[config.mk]
export PLATFORM = sky130hd
export DESIGN_NAME = bus_arbiter_flat
export DESIGN_NICKNAME = d
export VERILOG_FILES = /design/src/rtl/bus_arb_pkg.sv /design/src/rtl/bus_arbiter_if.sv /design/src/rtl/rr_picker.sv /design/src/rtl/bus_arbiter.sv /design/src/flat_wrapper.sv
export SDC_FILE = /design/constraint.sdc
export NUM_CORES = 1
export LEC_CHECK = 0
export BUFFER_PORTS_ARGS = -buffer_cell sky130_fd_sc_hd__clkbuf_2
export CORE_MARGIN = 1
export CORE_UTILIZATION = 55
export CTS_BUF_LIST = sky130_fd_sc_hd__clkbuf_4 sky130_fd_sc_hd__clkbuf_8 sky130_fd_sc_hd__clkbuf_16
export CTS_CLUSTER_DIAMETER = 200
export DETAILED_ROUTE_END_ITERATION = 10
export GPL_TIMING_DRIVEN = 0
export PLACE_DENSITY = 0.74
export SETUP_SLACK_MARGIN = 0.1
export SYNTH_ARGS = -nofsm -noshare
export SYNTH_HDL_FRONTEND = slang
export SYNTH_SLANG_ARGS = --single-unit
export TNS_END_PERCENT = 50
[constraint.sdc]
create_clock -name clk -period 3.5 [get_ports clk]
set_input_delay 0 -clock clk [delete_from_list [all_inputs] [get_ports clk]]
set_output_delay 0 -clock clk [all_outputs]
set_load 0.02 [all_outputs]
[src/rtl/bus_arb_pkg.sv]
// Shared definitions for the system-bus arbiter and the transceiver-side blocks
// that reuse its state and direction encodings.
package bus_arb_pkg;

  localparam logic [1:0] ST_IDLE  = 2'd0;
  localparam logic [1:0] ST_TURN  = 2'd1;
  localparam logic [1:0] ST_GRANT = 2'd2;

  localparam logic DIR_A2B = 1'b1;
  localparam logic DIR_B2A = 1'b0;

  localparam int BURST_W = 8;

  typedef enum logic [1:0] {
    S_IDLE  = ST_IDLE,
    S_TURN  = ST_TURN,
    S_GRANT = ST_GRANT
  } arb_state_e;

  // Maps a requester's direction bit onto the transceiver DIR encoding.
  function automatic logic dir_from_req(input logic d);
    return d ? DIR_A2B : DIR_B2A;
  endfunction

endpackage

[src/rtl/bus_arbiter_if.sv]
// Request/grant and transceiver-control bundle between the requesters and the arbiter.
interface bus_arbiter_if #(
  parameter int N_REQ = 4
);

  logic [N_REQ-1:0] req;
  logic [N_REQ-1:0] dir_req;
  logic [N_REQ-1:0] grant;
  logic             OE_n;
  logic             DIR;
  logic             busy;

  modport master (
    output req, dir_req,
    input  grant, OE_n, DIR, busy
  );

  modport slave (
    input  req, dir_req,
    output grant, OE_n, DIR, busy
  );

endinterface

[src/rtl/rr_picker.sv]
// Combinational round-robin selector: first candidate at or after the pointer,
// wrapping at N_REQ, with an optional exclusion mask.
module rr_picker
  import bus_arb_pkg::*;
#(
  parameter int N_REQ = 4,
  parameter int IDX_W = $clog2(N_REQ)
) (
  input  logic [N_REQ-1:0] req_i,
  input  logic [IDX_W-1:0] ptr_i,
  input  logic [N_REQ-1:0] excl_i,
  output logic [N_REQ-1:0] winner_o,
  output logic             valid_o
);

  logic [N_REQ-1:0] cand_s;

  assign cand_s = req_i & ~excl_i;

  // Scan from the pointer and keep the first eligible requester.
  always_comb begin : pick
    int               sum;
    logic [IDX_W-1:0] idx;
    winner_o = '0;
    valid_o  = 1'b0;
    for (int i = 0; i < N_REQ; i++) begin
      sum = int'(ptr_i) + i;
      if (sum >= N_REQ) begin
        sum = sum - N_REQ;
      end else begin
        sum = sum;
      end
      idx = IDX_W'(sum);
      if (!valid_o && cand_s[idx]) begin
        winner_o[idx] = 1'b1;
        valid_o       = 1'b1;
      end else begin
        valid_o = valid_o;
      end
    end
  end

endmodule

[src/rtl/bus_arbiter.sv]
// Round-robin owner of the shared 8-bit bus; every owner or direction change
// passes through one TURN cycle with the transceiver disabled.
module bus_arbiter
  import bus_arb_pkg::*;
#(
  parameter int N_REQ     = 4,
  parameter int MAX_BURST = 8
) (
  input logic          clk,
  input logic          rst,
  bus_arbiter_if.slave bus
);

  localparam int                 IDX_W      = $clog2(N_REQ);
  localparam logic [BURST_W-1:0] BURST_LAST = BURST_W'(MAX_BURST - 1);
  localparam logic [N_REQ-1:0]   ONE_HOT0   = {{(N_REQ-1){1'b0}}, 1'b1};

  arb_state_e         state_q, state_d;
  logic [IDX_W-1:0]   owner_q, owner_d;
  logic [IDX_W-1:0]   ptr_q, ptr_d;
  logic               dir_q, dir_d;
  logic [BURST_W-1:0] burst_q, burst_d;
  logic [N_REQ-1:0]   grant_q, grant_d;
  logic               oe_n_q, oe_n_d;
  logic               busy_q, busy_d;

  logic [N_REQ-1:0]   excl_s;
  logic [N_REQ-1:0]   win_oh_s;
  logic               win_vld_s;
  logic [IDX_W-1:0]   win_idx_s;
  logic               rotate_s;

  // While owning the bus the owner is never its own successor.
  assign excl_s = (state_q == S_GRANT) ? (ONE_HOT0 << owner_q) : '0;

  rr_picker #(
    .N_REQ (N_REQ),
    .IDX_W (IDX_W)
  ) u_picker (
    .req_i    (bus.req),
    .ptr_i    (ptr_q),
    .excl_i   (excl_s),
    .winner_o (win_oh_s),
    .valid_o  (win_vld_s)
  );

  // One-hot winner to index.
  always_comb begin
    win_idx_s = '0;
    for (int i = 0; i < N_REQ; i++) begin
      if (win_oh_s[i]) begin
        win_idx_s = IDX_W'(i);
      end else begin
        win_idx_s = win_idx_s;
      end
    end
  end

  assign rotate_s = !bus.req[owner_q] || ((burst_q == BURST_LAST) && win_vld_s);

  // Next state, owner, direction, pointer, burst count and registered-output values.
  always_comb begin
    state_d = state_q;
    owner_d = owner_q;
    dir_d   = dir_q;
    ptr_d   = ptr_q;
    burst_d = burst_q;
    case (state_q)
      S_IDLE: begin
        if (win_vld_s) begin
          state_d = S_TURN;
          owner_d = win_idx_s;
          dir_d   = dir_from_req(bus.dir_req[win_idx_s]);
        end else begin
          state_d = S_IDLE;
        end
      end
      S_TURN: begin
        state_d = S_GRANT;
        burst_d = '0;
        ptr_d   = (owner_q == IDX_W'(N_REQ - 1)) ? '0 : owner_q + IDX_W'(1);
      end
      S_GRANT: begin
        if (rotate_s) begin
          if (win_vld_s) begin
            state_d = S_TURN;
            owner_d = win_idx_s;
            dir_d   = dir_from_req(bus.dir_req[win_idx_s]);
          end else begin
            state_d = S_IDLE;
          end
        end else if (dir_from_req(bus.dir_req[owner_q]) != dir_q) begin
          state_d = S_TURN;
          dir_d   = dir_from_req(bus.dir_req[owner_q]);
        end else if (burst_q != BURST_LAST) begin
          burst_d = burst_q + BURST_W'(1);
        end else begin
          burst_d = burst_q;
        end
      end
      default: begin
        state_d = S_IDLE;
      end
    endcase

    grant_d = (state_d == S_GRANT) ? (ONE_HOT0 << owner_d) : '0;
    oe_n_d  = (state_d != S_GRANT);
    busy_d  = (state_d != S_IDLE);
  end

  // State and output registers; reset drops the grant immediately without a turnaround.
  always_ff @(posedge clk) begin
    if (rst) begin
      state_q <= S_IDLE;
      owner_q <= '0;
      ptr_q   <= '0;
      dir_q   <= DIR_B2A;
      burst_q <= '0;
      grant_q <= '0;
      oe_n_q  <= 1'b1;
      busy_q  <= 1'b0;
    end else begin
      state_q <= state_d;
      owner_q <= owner_d;
      ptr_q   <= ptr_d;
      dir_q   <= dir_d;
      burst_q <= burst_d;
      grant_q <= grant_d;
      oe_n_q  <= oe_n_d;
      busy_q  <= busy_d;
    end
  end

  assign bus.grant = grant_q;
  assign bus.OE_n  = oe_n_q;
  assign bus.DIR   = dir_q;
  assign bus.busy  = busy_q;

endmodule

[src/flat_wrapper.sv]
// flat-port wrapper written by rule: the top's interface ports become plain ports
module bus_arbiter_flat import bus_arb_pkg::*;
#(
  parameter int N_REQ     = 4,
  parameter int MAX_BURST = 8
)
  (clk, rst, bus_req, bus_dir_req, bus_grant, bus_OE_n, bus_DIR, bus_busy);
  bus_arbiter_if #(.N_REQ(N_REQ)) bus_i ();
  input logic clk;
  input logic rst;
  input wire logic [$bits(bus_i.req)-1:0] bus_req;
  input wire logic [$bits(bus_i.dir_req)-1:0] bus_dir_req;
  output wire logic [$bits(bus_i.grant)-1:0] bus_grant;
  output wire logic [$bits(bus_i.OE_n)-1:0] bus_OE_n;
  output wire logic [$bits(bus_i.DIR)-1:0] bus_DIR;
  output wire logic [$bits(bus_i.busy)-1:0] bus_busy;
  assign bus_i.req = bus_req;
  assign bus_i.dir_req = bus_dir_req;
  assign bus_grant = bus_i.grant;
  assign bus_OE_n = bus_i.OE_n;
  assign bus_DIR = bus_i.DIR;
  assign bus_busy = bus_i.busy;
  bus_arbiter #(.N_REQ(N_REQ), .MAX_BURST(MAX_BURST)) u_core (.clk(clk), .rst(rst), .bus(bus_i));
endmodule
==> impl.org <==
** Run status
- Outcome :: completed

** Routing
- Total Routed Length :: 2960 µm
- Detailed-route wire length per cell :: 14.3 µm
- For this block, the initial DRC count from the detailed router was 18.
- The first TritonRoute pass finished after 5 iterations.
- After detailed routing, the number of remaining DRC violations is 0.
- In this run the remaining antenna-violating nets after routing total 0.
- After detailed routing, the number of vias per cell comes to 5.82.
- Total via count in the routed design :: 1,204

** Finish
- The library cell used most frequently in the layout, excluding fill and tap cells, is dfxtp_1.
- Count of antenna diodes in the layout :: 0
- Fill cell count :: 210
- In the final design database the tool counted 200 nets.
- The top cell types in the final layout, fill and taps aside, are dfxtp_1, nor2_1, clkbuf_2.
- Fin area :: 0.00164 mm²
- Post-synthesis to final-layout area growth :: 10.1%
- Share of post-route cells with drive strength above 1 :: 22.6%

** Critical path
- STA puts the critical path data arrival time at 3.36 ns.
- CP startpoint kind :: flop
- The critical path ends at u_core.bus.grant[2]$_SDFF_PP0_.
- The worst setup path is captured at a flop.
- Critical path type :: flop to flop
- Launching element of the worst setup path :: u_core.ptr_q[0]$_SDFFE_PP0N_
- Critical path data required time :: 3.72 ns
- Of all nets on the critical path, the largest fanout is 11.
- The number of cells on the worst reg-to-reg path is 7.
- Reg2Reg Capture Point :: u_core.bus.grant[2]$_SDFF_PP0_
- The setup check on the worst reg-to-reg path leaves a slack of 0.36 ns.
- Reg2Reg Launch Point :: u_core.ptr_q[0]$_SDFFE_PP0N_

** Clock network
- PostCTS Resize Cnt :: 0
- Clock latency on the worst-skew pair, taken at its later pin, is 0.31 ns.
- In this run the number of H-tree levels came out at 1.
- The clock passes through at most 2 buffers.
- In this run, CTS created clock tree buffers numbering 3.
- TritonCTS built the clock tree.
- The clock drives 21 sinks.
- After clock tree synthesis, the clock-pin slew on the worst setup and hold paths is 0.12 ns.
- Root buf cell :: clkbuf_4

** Synth
- Post-Syn Instances :: 157
- Sequential cells were found to cover 28.1% of the synthesized design area.
- Cell types occupying the most area after synthesis :: dfxtp_1, ha_1, mux4_2
- Post-synthesis sequential element count :: 21
- Share of the synthesized area in the top cell type :: 28.1%
- Dividing the synthesized area by the synthesized cell count gives 9.52 µm².
- Number of nets produced by synthesis :: 179
- Async SR Flop Fraction :: 0%
- Number of distinct standard cells referenced by the synthesized netlist :: 47
- Yosys mapped a number of flops with a built-in enable equal to 0.
- Prevailing post-synth register cell :: dfxtp_1
- During synthesis, Yosys emitted a total of 0 warnings.
- The mapped netlist covers 0.00149 mm².
- Cell taking the most area after synthesis :: dfxtp_1

** Floorplan
- Starting Density :: 59.2%
- The floorplan step defined a die boundary enclosing 0.00293 mm².
- The die is 54.1 µm tall.
- Core Box Area :: 0.00252 mm²
- The initialized floorplan defines 18 standard-cell rows.
- Pin placement for this block handled 17 I/O pins.
- From left edge to right edge, the die measures 54.1 µm.

** STA
- Final setup violating endpoints :: 0
- Setup repair after global routing left no endpoint under its margin.
- For this run, the top clock speed supported by timing is 0.318 GHz.
- Final period demand of the worst path :: 3.14 ns
- Total negative slack :: 0 ns
- Number of pins with negative max-slew slack in the final report :: 0
- Transition time at the pin with the least slew margin :: 0.442 ns
- In the finished design, the share of the clock period the worst path needs comes to 89.8%.
- Number of failing hold endpoints at the final stage :: 0
- Measured against its own limit, the worst slew margin works out to 70.6%.
- For the final database, setup skew stands at 0.0107 ns.
- In the post-route analysis, the smallest setup slack over all paths is 0.359 ns.

** Place
- Final weighted congestion in routability-driven placement :: 0.836
- Buffers placed on the I/O ports in this run total 15.
- Worst setup slack before clock tree synthesis :: 0.394 ns
- Placement Cell Area :: 0.00161 mm²
- Detailed-placement wirelength estimate :: 2350 µm

** Power
- Power spread over the standard cell area amounts to 473 mW/mm².
- Reported leakage power :: 0.705 nW
- The worst-case IR drop observed on VDD is 340 µV.

** Hold path
- The min-delay analysis places its worst path in the category input pin to flop.

** Global route
- Entering global routing, the biggest net connects 13 pins.
- Global-route wire length before repair :: 5020 µm
- The via count of the first global-routing pass is 1,127.
- Across every metal layer, demand over resource in global routing totals 23.8%.
- Initial antenna violation count :: 0
- Total grt overflow :: 0

** Job
- Max-cap violations in this run came to 0.
cell usage after synthesis (2+ instances only):
cell      count
a21o_1        3
a21oi_1       4
a221o_1       2
and3_1        3
dfxtp_1      21
ha_1         12
inv_1        10
mux2_4        2
mux2i_1       3
mux4_2        4
nand2_1      12
nand2b_1      2
nand3_1       6
nand3b_1      5
nand4_1       3
nor2_1       19
nor2b_1       4
nor3_1        3
nor3b_2       2
o211ai_1      2
o311a_1       3
xnor2_1       3
xor2_1        5
timing repair:
item                      in CTS  in global routing
hold endpoints to repair       1                  0
buffers inserted               0                  0
hold buffers                   1                  0
worst max-delay path: stages, from the launching register on:
cell	delay [ns]
dfxtp_1	0.59
inv_1	0.22
ha_1	0.43
mux4_2	0.60
mux2_4	0.34
a221oi_4	0.37
a41oi_2	0.25
and3_1	0.24
worst min path at each step:
stage | startpoint | end | cells after the start
after floorplan | bus_dir_req[3] | u_core.bus.DIR$_SDFFE_PP0P_ | 2
after global placement | bus_dir_req[3] | u_core.bus.DIR$_SDFFE_PP0P_ | 3
after detailed placement | bus_dir_req[3] | u_core.bus.DIR$_SDFFE_PP0P_ | 3
after CTS | rst | u_core.owner_q[0]$_SDFF_PP0_ | 2
after global routing | rst | u_core.ptr_q[0]$_SDFFE_PP0N_ | 2
final | rst | u_core.owner_q[0]$_SDFF_PP0_ | 2
per-stage QoR:
step / util, % / hold slack (ns) / power, mW / instances
floorplan: - / 0.183 / 0.586 / 157
global placement: 63.7 / 0.309 / 0.653 / 202
detailed placement: 63.7 / 0.313 / 0.667 / 202
CTS: 65.2 / 0.0394 / 0.782 / 207
global route: 65.2 / 0.0872 / 0.830 / 207
finish: 65.2 / 0.0456 / 0.777 / 207
sequential cells by signal, summed over array words and instances, names as in the netlist:
register,cells
u_core.burst_q,8
u_core.bus.busy,1
u_core.bus.DIR,1
u_core.bus.OE_n,1
u_core.owner_q,2
u_core.ptr_q,2
u_core.state_q,2
u_core.bus.grant,4
cells by family after synthesis:
group                    count (synthesis)  synth area share, %
AND/OR/NAND/NOR                         68                 25.6
AO/OA/AOI/OAI                           26                 17.7
flip-flops                              21                 28.1
buffers and inverters                   13                 3.77
adder cells (fa/ha/maj)                 12                 10.0
multiplexers                             9                 10.1
XOR/XNOR                                 8                 4.69
layout make-up:
class	instances	area [µm²]	area share, %
clock buffer	3	22.5	1.37
inverter	10	37.5	2.28
clock inverter	1	5.00	0.304
timing repair buffer	16	85.1	5.18
sequential	21	420	25.6
buffer	3	18.8	1.14
multi-input combinational	123	1020	61.9
tap	30	37.5	2.28
report_power, final:
part           switching [mW]  internal (mW)
sequential             0.0357          0.265
combinational           0.193          0.168
clock                  0.0721         0.0427
total                   0.301          0.476
layer usage:
layer	GRT usage, %	routed length, µm
met5	0	0
met3	5.08	119
met4	3.85	11
met2	40.1	1410
met1	31.5	1420
Note: power is estimated with default switching activity, not from simulation.
